$ cat src/rtl/multicycle_ctrl_if.sv
// Control/handshake bundle between the multi-cycle control FSM and the shared
// datapath + memory port. master = controller side, slave = datapath/memory side.
interface multicycle_ctrl_if;
  logic [6:0]  opcode;
  logic [2:0]  funct3;
  logic        alu_zero;
  logic        mem_ack;
  logic        mem_req;
  logic        mem_we;
  logic        addr_sel;
  logic        ir_we;
  logic        pc_we;
  logic        pc_src;
  logic        alu_src_a;
  logic [1:0]  alu_src_b;
  logic [1:0]  alu_op;
  logic        alu_fn7_en;
  logic        reg_we;
  logic [1:0]  wb_sel;
  logic        halt;
  logic [3:0]  state;
  logic [31:0] instret;

  modport master (
    input  opcode, funct3, alu_zero, mem_ack,
    output mem_req, mem_we, addr_sel, ir_we, pc_we, pc_src, alu_src_a,
           alu_src_b, alu_op, alu_fn7_en, reg_we, wb_sel, halt, state, instret
  );

  modport slave (
    output opcode, funct3, alu_zero, mem_ack,
    input  mem_req, mem_we, addr_sel, ir_we, pc_we, pc_src, alu_src_a,
           alu_src_b, alu_op, alu_fn7_en, reg_we, wb_sel, halt, state, instret
  );
endinterface

$ cat src/rtl/multicycle_ctrl.sv
// Main control FSM of the multi-cycle femtoRV32 core: sequences fetch, decode,
// execute, memory and write-back, counts retired instructions, halts on bad encodings.
module multicycle_ctrl (
  input  logic              clk,
  input  logic              rst_n,
  multicycle_ctrl_if.master bus
);

  typedef enum logic [3:0] {
    IDLE   = 4'd0,
    FETCH  = 4'd1,
    DECODE = 4'd2,
    EXEC_R = 4'd3,
    EXEC_I = 4'd4,
    ADDR   = 4'd5,
    MEM_RD = 4'd6,
    MEM_WR = 4'd7,
    WB_ALU = 4'd8,
    WB_MEM = 4'd9,
    BRANCH = 4'd10,
    JAL    = 4'd11,
    HALT   = 4'd12
  } state_t;

  typedef struct packed {
    logic       mem_req;
    logic       mem_we;
    logic       addr_sel;
    logic       pc_src;
    logic       alu_src_a;
    logic [1:0] alu_src_b;
    logic [1:0] alu_op;
    logic       alu_fn7_en;
    logic       reg_we;
    logic [1:0] wb_sel;
    logic       halt;
  } ctl_t;

  state_t      cur_state;
  state_t      next_state;
  ctl_t        ctl_q;
  logic [31:0] instret_q;
  logic        retire;

  function automatic state_t dispatch(input logic [6:0] op, input logic [2:0] f3);
    case (op)
      7'b0110011: dispatch = EXEC_R;
      7'b0010011: dispatch = EXEC_I;
      7'b0000011,
      7'b0100011: dispatch = ADDR;
      7'b1100011: dispatch = (f3 == 3'b000 || f3 == 3'b001) ? BRANCH : HALT;
      7'b1101111: dispatch = JAL;
      default:    dispatch = HALT;
    endcase
  endfunction

  // Moore part of the control word for a given state; registered alongside the state.
  function automatic ctl_t decode_ctl(input state_t s);
    decode_ctl = '0;
    case (s)
      FETCH: begin
        decode_ctl.mem_req   = 1'b1;
        decode_ctl.alu_src_b = 2'b01;
      end
      DECODE: decode_ctl.alu_src_b = 2'b10;
      EXEC_R: begin
        decode_ctl.alu_src_a  = 1'b1;
        decode_ctl.alu_op     = 2'b10;
        decode_ctl.alu_fn7_en = 1'b1;
      end
      EXEC_I: begin
        decode_ctl.alu_src_a = 1'b1;
        decode_ctl.alu_src_b = 2'b10;
        decode_ctl.alu_op    = 2'b10;
      end
      ADDR: begin
        decode_ctl.alu_src_a = 1'b1;
        decode_ctl.alu_src_b = 2'b10;
      end
      MEM_RD: begin
        decode_ctl.mem_req  = 1'b1;
        decode_ctl.addr_sel = 1'b1;
      end
      MEM_WR: begin
        decode_ctl.mem_req  = 1'b1;
        decode_ctl.mem_we   = 1'b1;
        decode_ctl.addr_sel = 1'b1;
      end
      WB_ALU: decode_ctl.reg_we = 1'b1;
      WB_MEM: begin
        decode_ctl.reg_we = 1'b1;
        decode_ctl.wb_sel = 2'b01;
      end
      BRANCH: begin
        decode_ctl.alu_src_a = 1'b1;
        decode_ctl.alu_op    = 2'b01;
        decode_ctl.pc_src    = 1'b1;
      end
      JAL: begin
        decode_ctl.reg_we = 1'b1;
        decode_ctl.wb_sel = 2'b10;
        decode_ctl.pc_src = 1'b1;
      end
      HALT:    decode_ctl.halt = 1'b1;
      default: decode_ctl = '0;
    endcase
  endfunction

  always_comb begin
    next_state = cur_state;
    case (cur_state)
      IDLE:           next_state = FETCH;
      FETCH:          if (bus.mem_ack) next_state = DECODE;
      DECODE:         next_state = dispatch(bus.opcode, bus.funct3);
      EXEC_R, EXEC_I: next_state = WB_ALU;
      ADDR:           next_state = (bus.opcode == 7'b0000011) ? MEM_RD : MEM_WR;
      MEM_RD:         if (bus.mem_ack) next_state = WB_MEM;
      MEM_WR:         if (bus.mem_ack) next_state = FETCH;
      WB_ALU, WB_MEM,
      BRANCH, JAL:    next_state = FETCH;
      HALT:           next_state = HALT;
      default:        next_state = HALT;
    endcase
  end

  // Only the final state of an instruction returning to FETCH counts as a retirement.
  assign retire = (next_state == FETCH) &&
                  (cur_state inside {WB_ALU, WB_MEM, MEM_WR, BRANCH, JAL});

  always_ff @(posedge clk or negedge rst_n) begin
    if (!rst_n) begin
      cur_state <= IDLE;
      ctl_q     <= '0;
      instret_q <= '0;
    end else begin
      cur_state <= next_state;
      ctl_q     <= decode_ctl(next_state);
      if (retire) instret_q <= instret_q + 32'd1;
    end
  end

  // Write enables must react to the ack in the same cycle to support zero-wait memory.
  always_comb begin
    bus.ir_we = 1'b0;
    bus.pc_we = 1'b0;
    case (cur_state)
      FETCH: begin
        bus.ir_we = bus.mem_ack;
        bus.pc_we = bus.mem_ack;
      end
      BRANCH:  bus.pc_we = (bus.funct3 == 3'b000) ? bus.alu_zero : ~bus.alu_zero;
      JAL:     bus.pc_we = 1'b1;
      default: ;
    endcase
  end

  assign bus.mem_req    = ctl_q.mem_req;
  assign bus.mem_we     = ctl_q.mem_we;
  assign bus.addr_sel   = ctl_q.addr_sel;
  assign bus.pc_src     = ctl_q.pc_src;
  assign bus.alu_src_a  = ctl_q.alu_src_a;
  assign bus.alu_src_b  = ctl_q.alu_src_b;
  assign bus.alu_op     = ctl_q.alu_op;
  assign bus.alu_fn7_en = ctl_q.alu_fn7_en;
  assign bus.reg_we     = ctl_q.reg_we;
  assign bus.wb_sel     = ctl_q.wb_sel;
  assign bus.halt       = ctl_q.halt;
  assign bus.state      = cur_state;
  assign bus.instret    = instret_q;

endmodule

$ cat src/flat_wrapper.sv
// flat-port wrapper written by rule: the top's interface ports become plain ports
module multicycle_ctrl_flat 
  (clk, rst_n, bus_opcode, bus_funct3, bus_alu_zero, bus_mem_ack, bus_mem_req, bus_mem_we, bus_addr_sel, bus_ir_we, bus_pc_we, bus_pc_src, bus_alu_src_a, bus_alu_src_b, bus_alu_op, bus_alu_fn7_en, bus_reg_we, bus_wb_sel, bus_halt, bus_state, bus_instret);
  multicycle_ctrl_if bus_i ();
  input  logic clk;
  input  logic rst_n;
  input wire logic [$bits(bus_i.opcode)-1:0] bus_opcode;
  input wire logic [$bits(bus_i.funct3)-1:0] bus_funct3;
  input wire logic [$bits(bus_i.alu_zero)-1:0] bus_alu_zero;
  input wire logic [$bits(bus_i.mem_ack)-1:0] bus_mem_ack;
  output wire logic [$bits(bus_i.mem_req)-1:0] bus_mem_req;
  output wire logic [$bits(bus_i.mem_we)-1:0] bus_mem_we;
  output wire logic [$bits(bus_i.addr_sel)-1:0] bus_addr_sel;
  output wire logic [$bits(bus_i.ir_we)-1:0] bus_ir_we;
  output wire logic [$bits(bus_i.pc_we)-1:0] bus_pc_we;
  output wire logic [$bits(bus_i.pc_src)-1:0] bus_pc_src;
  output wire logic [$bits(bus_i.alu_src_a)-1:0] bus_alu_src_a;
  output wire logic [$bits(bus_i.alu_src_b)-1:0] bus_alu_src_b;
  output wire logic [$bits(bus_i.alu_op)-1:0] bus_alu_op;
  output wire logic [$bits(bus_i.alu_fn7_en)-1:0] bus_alu_fn7_en;
  output wire logic [$bits(bus_i.reg_we)-1:0] bus_reg_we;
  output wire logic [$bits(bus_i.wb_sel)-1:0] bus_wb_sel;
  output wire logic [$bits(bus_i.halt)-1:0] bus_halt;
  output wire logic [$bits(bus_i.state)-1:0] bus_state;
  output wire logic [$bits(bus_i.instret)-1:0] bus_instret;
  assign bus_i.opcode = bus_opcode;
  assign bus_i.funct3 = bus_funct3;
  assign bus_i.alu_zero = bus_alu_zero;
  assign bus_i.mem_ack = bus_mem_ack;
  assign bus_mem_req = bus_i.mem_req;
  assign bus_mem_we = bus_i.mem_we;
  assign bus_addr_sel = bus_i.addr_sel;
  assign bus_ir_we = bus_i.ir_we;
  assign bus_pc_we = bus_i.pc_we;
  assign bus_pc_src = bus_i.pc_src;
  assign bus_alu_src_a = bus_i.alu_src_a;
  assign bus_alu_src_b = bus_i.alu_src_b;
  assign bus_alu_op = bus_i.alu_op;
  assign bus_alu_fn7_en = bus_i.alu_fn7_en;
  assign bus_reg_we = bus_i.reg_we;
  assign bus_wb_sel = bus_i.wb_sel;
  assign bus_halt = bus_i.halt;
  assign bus_state = bus_i.state;
  assign bus_instret = bus_i.instret;
  multicycle_ctrl u_core (.clk(clk), .rst_n(rst_n), .bus(bus_i));
endmodule
$ cat config.mk
export PLATFORM = sky130hd
export DESIGN_NAME = multicycle_ctrl_flat
export DESIGN_NICKNAME = d
export VERILOG_FILES = /design/src/rtl/multicycle_ctrl_if.sv /design/src/rtl/multicycle_ctrl.sv /design/src/flat_wrapper.sv
export SDC_FILE = /design/constraint.sdc
export NUM_CORES = 1
export LEC_CHECK = 0
export BUFFER_PORTS_ARGS = -buffer_cell sky130_fd_sc_hd__buf_2
export CAP_MARGIN = 5
export CORE_UTILIZATION = 30
export DETAILED_ROUTE_END_ITERATION = 16
export GPL_ROUTABILITY_DRIVEN = 0
export PLACE_DENSITY = 0.5
export SLEW_MARGIN = 30
export SYNTH_ARGS = -nofsm -noshare
export SYNTH_HDL_FRONTEND = slang
export SYNTH_SLANG_ARGS = --single-unit
$ cat constraint.sdc
create_clock -name clk -period 1.97 [get_ports clk]
set_input_delay 0.394 -clock clk [delete_from_list [all_inputs] [get_ports clk]]
set_output_delay 0.394 -clock clk [all_outputs]
set_load 0.02 [all_outputs]
* Word-level counts from Yosys, hierarchy flattened
Cells that the tools add are included.
Storage, ports and cells: register bits after elaboration 50, input port bits 14, word-level logic and storage cells 81
Operators by class: add/subtract/negate cells 1, equal/unequal tests 30, multiplexer cells 21, bitwise gates (word level) 1, reductions and logical operators 15
Operators by type and width (count):
- $eq 4x4->1 const B | 9
- $add 32x1->32 const B | 1
- $eq 4x3->1 const B | 8
- $pmux 4 s7 | 1
- $pmux 4 s5 | 1
- $eq 4x2->1 const B | 4
- $eq 7x6->1 const B | 2
- $eq 7x7->1 const B | 2
- $mux 4 | 3
- $pmux 2 s2 | 3
- $mux 1 | 11
- $reduce_or 2->1 | 5
- $reduce_or 3->1 | 3
- $eq 4x1->1 const B | 2
- $eq 7x2->1 const B | 1
- $eq 7x5->1 const B | 1
- $reduce_bool 5->1 | 1
- $reduce_or 5->1 | 1
- $logic_not 4->1 | 1
- $reduce_or 4->1 | 1
- $eq 3x1->1 const B | 1
- $logic_not 3->1 | 1
- $mux 3 | 1
- $pmux 1 s3 | 1
- 3 further kinds | 3

* Longest topological paths before layout
Gate-level depths: netlist of run 1.
depth in word-level cells 8, gate-level depth with buffers 9, gate-level depth less buffers 7

* Least setup slack after synthesis of run 1
No wires, ideal clock.
path kind flip-flop to flip-flop, start point register u_core.cur_state[3], in the netlist u_core.bus.state[3], end point register u_core.instret_q[8], in the netlist u_core.bus.instret[8], library setup time 0.130 ns, arrival time 1.811 ns, path slack 0.029 ns, stages on the path, launching flop included 10, buffers on the path 3, clock period less this slack 1.941 ns, cells stage by stage dfrtp_1 > buf_2 > nor4_1 > o21a_1 > a211o_1 > buf_6 > nor2_8 > buf_6 > nand3_2 > xnor2_1
On the way: longest elaborated chain between the ends 5, elaborated cells between the ends (all ways) 21, those cells by class eq/ne (12); mux (4); reduce/logical (5)
RTL lines:
- from (decl) | RTL line multicycle_ctrl.sv:39 | state_t cur_state;
- from (signal assigned) | RTL line multicycle_ctrl.sv:136 | cur_state <= next_state;
- $eq 4x4->1, or another cell as far along | RTL line multicycle_ctrl.sv:111 | case (cur_state)
- $reduce_or 5->1 (no source line) / $reduce_or 2->1 (equally long branches)
- $pmux 4 s7 * | RTL line multicycle_ctrl.sv:111
- net u_core.next_state[2] | RTL line multicycle_ctrl.sv:40 | state_t next_state;
- $eq 4x1->1 * | RTL line multicycle_ctrl.sv:127 | assign retire = (next_state == FETCH) &&
- $logic_and 1x1->1 * | RTL line multicycle_ctrl.sv:127
- to (signal assigned) | RTL line multicycle_ctrl.sv:138 | if (retire) instret_q <= instret_q + 32'd1;
- to (decl) | RTL line multicycle_ctrl.sv:42 | logic [31:0] instret_q;
Mark *: on every way through the listed nets, which the timed path passes. The rest lies on a longest branch. A chain may end at the register's enable or synchronous reset.

* Worst setup path after layout of run 1
start point register u_core.cur_state[0], in the netlist u_core.bus.state[0], end point output bus_pc_we
On the way: longest elaborated chain between the ends 2, elaborated cells between the ends (all ways) 4, those cells by class eq/ne (3); mux (1)
RTL lines:
- $eq 4x4->1 / $eq 4x1->1 (equally long branches) | RTL line multicycle_ctrl.sv:146 | case (cur_state)
- $pmux 1 s3 * | RTL line multicycle_ctrl.sv:146
- to (decl) | RTL line flat_wrapper.sv:15 | output wire logic [$bits(bus_i.pc_we)-1:0] bus_pc_we;
Mark *: on every way between the ends. The rest lies on a longest branch, timed or not.

==> run_results.csv, run 1 <==
group,metric,value,unit
outcome,status,"completed",
worst_setup_path,cp_data_required_time,1.58,ns
timing,max_slew.worst_pin.slew,0.396,ns
grt,grt_antenna_before_repair,0,
layout,areaGrowthSynthToFinish,36.1,%
route,routed_via_density,4.76,
layout,design_area,3330,µm²
synth,yosysSeqAreaShare,51.2,%
layout,drive_gt1_share,44.1,%
layout,fin_util,42.6,%
synth,syn-cell-area,2450,µm²
clock_tree,cts_tree,"done",
timing,skew,0.00715,ns
grt,grt_pass1_wl,9.45,mm
die,dieArea,8520,µm²
route,drt-wirelength-per-cell,13.1,µm
layout,layout_common_cells,"buf_2 (64), dfrtp_1 (46), buf_4 (33)",
timing,period_needed,1.90,ns
synth,synth_flop_cell,"dfrtp_1",
timing,timing.fmax,526,MHz
layout,n_antenna_cell,0,
timing,setup_slack,0.0695,ns
timing,setup_violations,0,
grt,grt_usage,13.9,%
synth,syn_inst,219,
die,fp.dieW,92.3,µm
route,vias,2018,
grt,grt_overflow,0,
clock_tree,htree_levels,2,
worst_setup_path,startpoint,"u_core.bus.state[0]",
placement,dp.cells,410,
timing,tns,0,ns
die,rows,32,
worst_setup_path,crit_type,"register to output pin",
clock_tree,cts_buffers,5,
timing,hold_slack,0.0694,ns
placement,dp_hpwl,4.17,mm
die,initial_core_util,31.3,%
synth,synth.avg_cell_area,11.2,µm²
worst_setup_path,cp.arrival,1.51,ns
layout,nNetsFinal,336,
worst_setup_path,r2r_start,"u_core.bus.state[2]",
layout,final_common_cell,"buf_2",
timing,rsz0062_at_grt,"true",
route,drtIter0Drc,47,
pwr,power_density,1130,nW/µm²
clock_tree,clk_path_buf_depth,2,
die,die_h,92.3,µm
synth,synthArstFlopShare,100,%
route,postRouteAntennaNets,0,
synth,ys_ff_latch,50,
clock_tree,clkLatencyLatePin,0.30,ns
flow_run,cap_viol_max_count,0,
die,placeableCoreArea,7810,µm²
worst_hold_path,hp-class,"input pin to async pin",
worst_setup_path,critical_path.max_fanout,6,
clock_tree,ctsRootBufferMaster,"clkbuf_8",
route,drt_first_pass_iters,4,
die,pin_count,66,
worst_setup_path,start_kind,"register",
timing,final-hold-violation-count,0,
placement,pre_cts_ws,-0.113,ns
worst_setup_path,cp-end-kind,"output pin",
grt,grt_max_degree,51,
layout,fin_cells,424,
placement,io_buffers,65,
pwr,finalPower,3.76,mW
synth,synth_warnings,0,
clock_tree,cts.clk_slew.worst_paths,0.10,ns
timing,max-slew-margin-rel,73.3,%
layout,n_fill_cell,786,
placement,place_area,3090,µm²
timing,drv_slew,0,
synth,synth_edf_count,0,
route,drc,0,
worst_setup_path,reg2reg_slack,0.10,ns
route,wl,5.55,mm
timing,fin_crit_sh,96.5,%
clock_tree,hold_buffers,0,
synth,syn-num-nets,234,
synth,synthDistinctLibCells,45,
pwr,cellLeakagePower,1.68,nW
grt,grt_pass1_vias,2091,
pwr,ir_drop,0.676,mV
clock_tree,cts_sinks,50,
-- where the power goes --
part           internal, mW  switching (mW)  leakage, nW  total, mW
logic                 0.834           0.923        0.974       1.76
registers              1.21           0.182        0.661       1.39
clock network         0.254           0.357       0.0408      0.611
total                  2.30            1.46         1.68       3.76
-- cell usage after synthesis (all sizes together) (3+ instances only) --
master / instances / area [µm²]
nor2: 12 / 61.3
buf: 9 / 68.8
nand2: 13 / 48.8
and3: 10 / 62.6
and4b: 3 / 30.0
nor3: 7 / 50.1
inv: 8 / 30.0
o21a: 5 / 37.5
xor2: 5 / 43.8
and4: 3 / 26.3
nor2b: 6 / 37.5
nand4: 11 / 68.8
a21oi: 3 / 18.8
o21ai: 4 / 20.0
nand3: 15 / 105
dfrtp: 50 / 1250
and2: 3 / 18.8
xnor2: 28 / 245
-- flip-flops by register name, indices dropped and copies added (netlist names), 2 cells and up --
signal and count:
u_core.bus.alu_src_b 2, u_core.bus.wb_sel 2, u_core.bus.instret 32, u_core.bus.alu_op 2, u_core.bus.state 4
-- routing by layer --
layer | wire (µm) | track usage (%)
met1 | 2560 | 17.2
met2 | 2700 | 24.4
met3 | 239 | 2.96
met4 | 47 | 3.91
met5 | 0 | 0
-- final timing paths --
| path | depth (start not counted) | to |
|---|---|---|
| worst max-delay path | 6 | bus_pc_we |
| worst min-delay path | 2 | u_core.bus.instret[11] |
| worst max register to register | 6 | u_core.bus.alu_op[1] |
| worst min register to register | 1 | u_core.bus.instret[31] |
| max in group asynchronous | 2 | u_core.bus.state[0] |
| min in group clk | 2 | u_core.bus.wb_sel[1] |
-- cell type report --
class	count	area (µm²)	share of cell area (%)
clock buffers	5	68.8	2.07
clock inverters	3	23.8	0.714
inverters	8	30.0	0.902
multi-input cells	152	1160	34.8
flip-flops and latches	50	1260	37.7
well taps	102	128	3.83
repair buffers	104	664	20.0
-- worst max-delay path, stage by stage, from the launching register on --
cell	delay [ns]
dfrtp_2	0.46
nor2b_4	0.20
buf_6	0.11
nand2_4	0.05
o21a_1	0.16
nor2_1	0.08
buf_4	0.14
-- logic make-up after synthesis --
| logic type | count (synthesis) | synth area share [%] |
|---|---|---|
| AO/OA/AOI/OAI | 26 | 8.13 |
| XOR/XNOR | 33 | 11.8 |
| adder cells (fa/ha/maj) | 1 | 0.511 |
| buffers and inverters | 17 | 4.04 |
| flip-flops | 50 | 51.2 |
| multiplexers | 1 | 0.460 |
| AND/OR/NAND/NOR | 91 | 23.9 |
-- repair_timing --
item / in CTS / in global routing
gates resized for setup: 6 / 18
endpoints found under the setup margin: 12 / 27
pin swaps: 0 / 5
setup buffers: 1 / 5
No activity file was read; power rests on OpenSTA's default activity.
==> run 2: changes to the inputs <==
--- a/config.mk
+++ b/config.mk
@@ -5,12 +5,13 @@
 export SDC_FILE = /design/constraint.sdc
 export NUM_CORES = 1
 export LEC_CHECK = 0
+export ABC_AREA = 1
 export BUFFER_PORTS_ARGS = -buffer_cell sky130_fd_sc_hd__buf_2
 export CAP_MARGIN = 5
-export CORE_UTILIZATION = 30
+export CORE_UTILIZATION = 55
 export DETAILED_ROUTE_END_ITERATION = 16
 export GPL_ROUTABILITY_DRIVEN = 0
-export PLACE_DENSITY = 0.5
+export PLACE_DENSITY = 0.79
 export SLEW_MARGIN = 30
 export SYNTH_ARGS = -nofsm -noshare
 export SYNTH_HDL_FRONTEND = slang
==> run 2 against run 1 <==
The flow now finishes with violations (setup timing). Flip-flop and latch count unchanged. First-iteration DRC count rose to 5.6 times the previous value. Hold slack better by 0.00084 ns. Wire length rose by 48%. Register-to-register slack lost 0.04 ns. Die area down 28%. Sequential share of layout area down 5.2 points. Final area grew 16%. Sequential power decreased by 26%. Power shrank 51%. Synthesized area up 31%. Clock-buffer cell count rose by 1.
==> run_results.csv, run 2 <==
group,metric,value,unit
outcome,status,"finished, violations left",
outcome,violations,"setup timing",
die,dieArea,6130,µm²
synth,syn_inst,453,
timing,setup_violations,1,
clock_tree,htree_levels,2,
clock_tree,cts_buffers,5,
placement,dp_hpwl,5.84,mm
pwr,finalPower,1.83,mW
timing,max_slew.worst_pin.slew,0.343,ns
grt,grt_pass1_vias,3043,
synth,synth_area_leader_cell,"dfrtp_1",
clock_tree,cts_sinks,50,
die,die_h,78.3,µm
synth,synth_edf_count,0,
worst_setup_path,cp_top_family,"flip-flops",
timing,tns,-0.0521,ns
layout,final_common_cell,"nand2_1",
grt,grt_usage,27.9,%
die,placeableCoreArea,5570,µm²
layout,nNetsFinal,546,
layout,n_fill_cell,478,
pwr,ir_drop,0.395,mV
timing,setup_slack,-0.0521,ns
layout,layout_common_cells,"nand2_1 (166), buf_2 (65), nor2_1 (56)",
timing,skew,0.00784,ns
synth,synth_top_area_share,39.1,%
worst_setup_path,crit_chain,"nand2_2 > o21ai_0 > a21oi_1 > o31ai_1 > buf_2",
synth,synth.avg_cell_area,7.07,µm²
clock_tree,hold_buffers,0,
route,postRouteAntennaNets,0,
clock_tree,cts.clk_slew.worst_paths,0.09,ns
synth,ys_top_cells_by_area,"dfrtp_1 (39%), nand2_1 (20%), nand4_1 (7.4%), nor2_1 (6.6%), inv_1 (4.0%)",
timing,drv_slew,0,
worst_setup_path,start_kind,"register",
timing,period_needed,2.02,ns
worst_setup_path,crit_type,"register to output pin",
clock_tree,ctsRootBufferMaster,"clkbuf_8",
timing,max-slew-margin-rel,77.2,%
flow_run,cap_viol_max_count,0,
synth,synthArstFlopShare,100,%
placement,pre_cts_ws,0.116,ns
timing,fin_crit_sh,103,%
worst_setup_path,cp.arrival,1.63,ns
worst_setup_path,worst-path-buf-inv,1,
grt,grt_antenna_before_repair,0,
worst_setup_path,critical_path.max_fanout,7,
grt,grt_overflow,0,
worst_setup_path,slowest_stage,"dfrtp_2",
synth,yosysSeqAreaShare,39.1,%
route,wl,8.22,mm
grt,grt_pass1_wl,13.6,mm
worst_hold_path,hp-class,"input pin to async pin",
worst_setup_path,cp_data_required_time,1.58,ns
layout,drive_gt1_share,24.7,%
layout,areaGrowthSynthToFinish,20.8,%
worst_setup_path,cp-end-kind,"output pin",
route,vias,3272,
die,fp.dieW,78.3,µm
clock_tree,clk_path_buf_depth,2,
clock_tree,cts_tree,"done",
placement,io_buffers,65,
route,routed_via_density,5.43,
placement,dp.cells,590,
pwr,power_density,473,nW/µm²
synth,synth_flop_cell,"dfrtp_1",
grt,grt_max_degree,51,
route,drtIter0Drc,263,
worst_setup_path,critPathMaxStageDelay,0.49,ns
pwr,cellLeakagePower,2.12,nW
layout,fin_cells,603,
die,initial_core_util,57.4,%
die,rows,27,
timing,final-hold-violation-count,0,
die,pin_count,66,
timing,timing.fmax,495,MHz
synth,synth_warnings,0,
layout,n_antenna_cell,0,
synth,synthTopCellsByCount,"nand2_1 (169), nor2_1 (56), dfrtp_1 (50)",
route,drc,0,
route,drt-wirelength-per-cell,13.6,µm
synth,ys_ff_latch,50,
synth,syn-cell-area,3200,µm²
clock_tree,clkLatencyLatePin,0.30,ns
layout,largest_reg_flops,32,
synth,yosysMostFrequentCell,"nand2_1",
synth,synthDistinctLibCells,31,
synth,syn-num-nets,468,
route,drt_first_pass_iters,4,
## run 2: cell count changes after synthesis, moves of 6 or more
| cell | change |
|---|---|
| nor2_1 | +45 |
| nor2b_1 | -6 |
| nand2_1 | +156 |
| nand3b_1 | +11 |
| xor2_1 | +7 |
| nand3_1 | +8 |
| inv_1 | +26 |
| and3_1 | -10 |
| xnor2_1 | -25 |
| nand2_2 | +14 |
| nand4_1 | +27 |
## run 2: per-layer routing
metal | share of wire, % | global-route usage, % | vias up
met5 | 0 | 0 | -
met4 | 2.1 | 8.70 | 0
met3 | 5.5 | 5.00 | 15
met2 | 50 | 48.5 | 107
met1 | 43 | 35.1 | 1538
li1 | - | - | 1612
## run 2: final cells by class
class / count / area [µm²] / share of cell area [%]
inverter: 41 / 154 / 3.98
multi-input combinational: 350 / 1740 / 45.1
clock inverter: 1 / 30.0 / 0.776
timing repair buffer: 83 / 510 / 13.2
tap: 72 / 90.1 / 2.33
sequential: 50 / 1260 / 32.5
clock buffer: 6 / 82.6 / 2.14
## run 2: logic make-up (layout without fill, tap and decap cells)
logic type                 after synthesis  after routing  synth area share [%]
buffers and inverters                   53            131                  7.15
adders and majority gates                1              1                 0.391
AOI/OAI and AO/OA                        7              7                  1.52
and+or+nand+nor                        327            327                  47.7
DFF                                     50             50                  39.1
xor gates and xnor gates                15             15                  4.10
## run 2: worst register-to-register path, stage by stage, from the launching register on
cell     delay, ns
dfrtp_2       0.45
buf_4         0.15
nand2_2       0.14
o22ai_1       0.11
nor2_1        0.19
nand3_2       0.16
nor2_4        0.19
nand3_4       0.10
buf_12        0.18
nand2_1       0.08
nand2_1       0.05
## run 2: per-stage QoR
step	instance area, µm²	hold WS (ns)	util [%]
after CTS	3800	0.0796	68.1
after global placement	3680	0.401	66.0
after global routing	3870	0.0799	69.4
final	3870	0.0702	69.4
after floorplan	3200	0.0984	-
after detailed placement	3680	0.410	66.0
## run 2: where the power goes
group / leakage, nW / internal (mW) / total [mW] / switching [mW]
Combinational: 1.38 / 0.0185 / 0.0554 / 0.0369
Clock: 0.0573 / 0.407 / 0.748 / 0.341
Sequential: 0.679 / 1.03 / 1.03 / 0
## run 2: final timing paths
path                                        start  slack [ns]  depth (start not counted)                      end
max in group asynchronous                   rst_n        1.66                          2      u_core.bus.state[0]
min in group clk                      bus_mem_ack        0.41                          3  u_core.bus.alu_src_b[1]
max                           u_core.bus.state[1]       -0.05                          5                bus_pc_we
min reg2reg                u_core.bus.instret[31]        0.53                          2   u_core.bus.instret[31]
min                                         rst_n        0.07                          2   u_core.bus.instret[20]
max reg2reg                   u_core.bus.state[2]        0.06                         10   u_core.bus.instret[17]
## run 2: repair_timing
action                                  CTS  global route
endpoints found under the hold margin     0             0
endpoints found under the setup margin    1            32
pin swaps                                 0             2
resized for setup                         3             7
cloned                                    0             0
setup buffers                             0             6
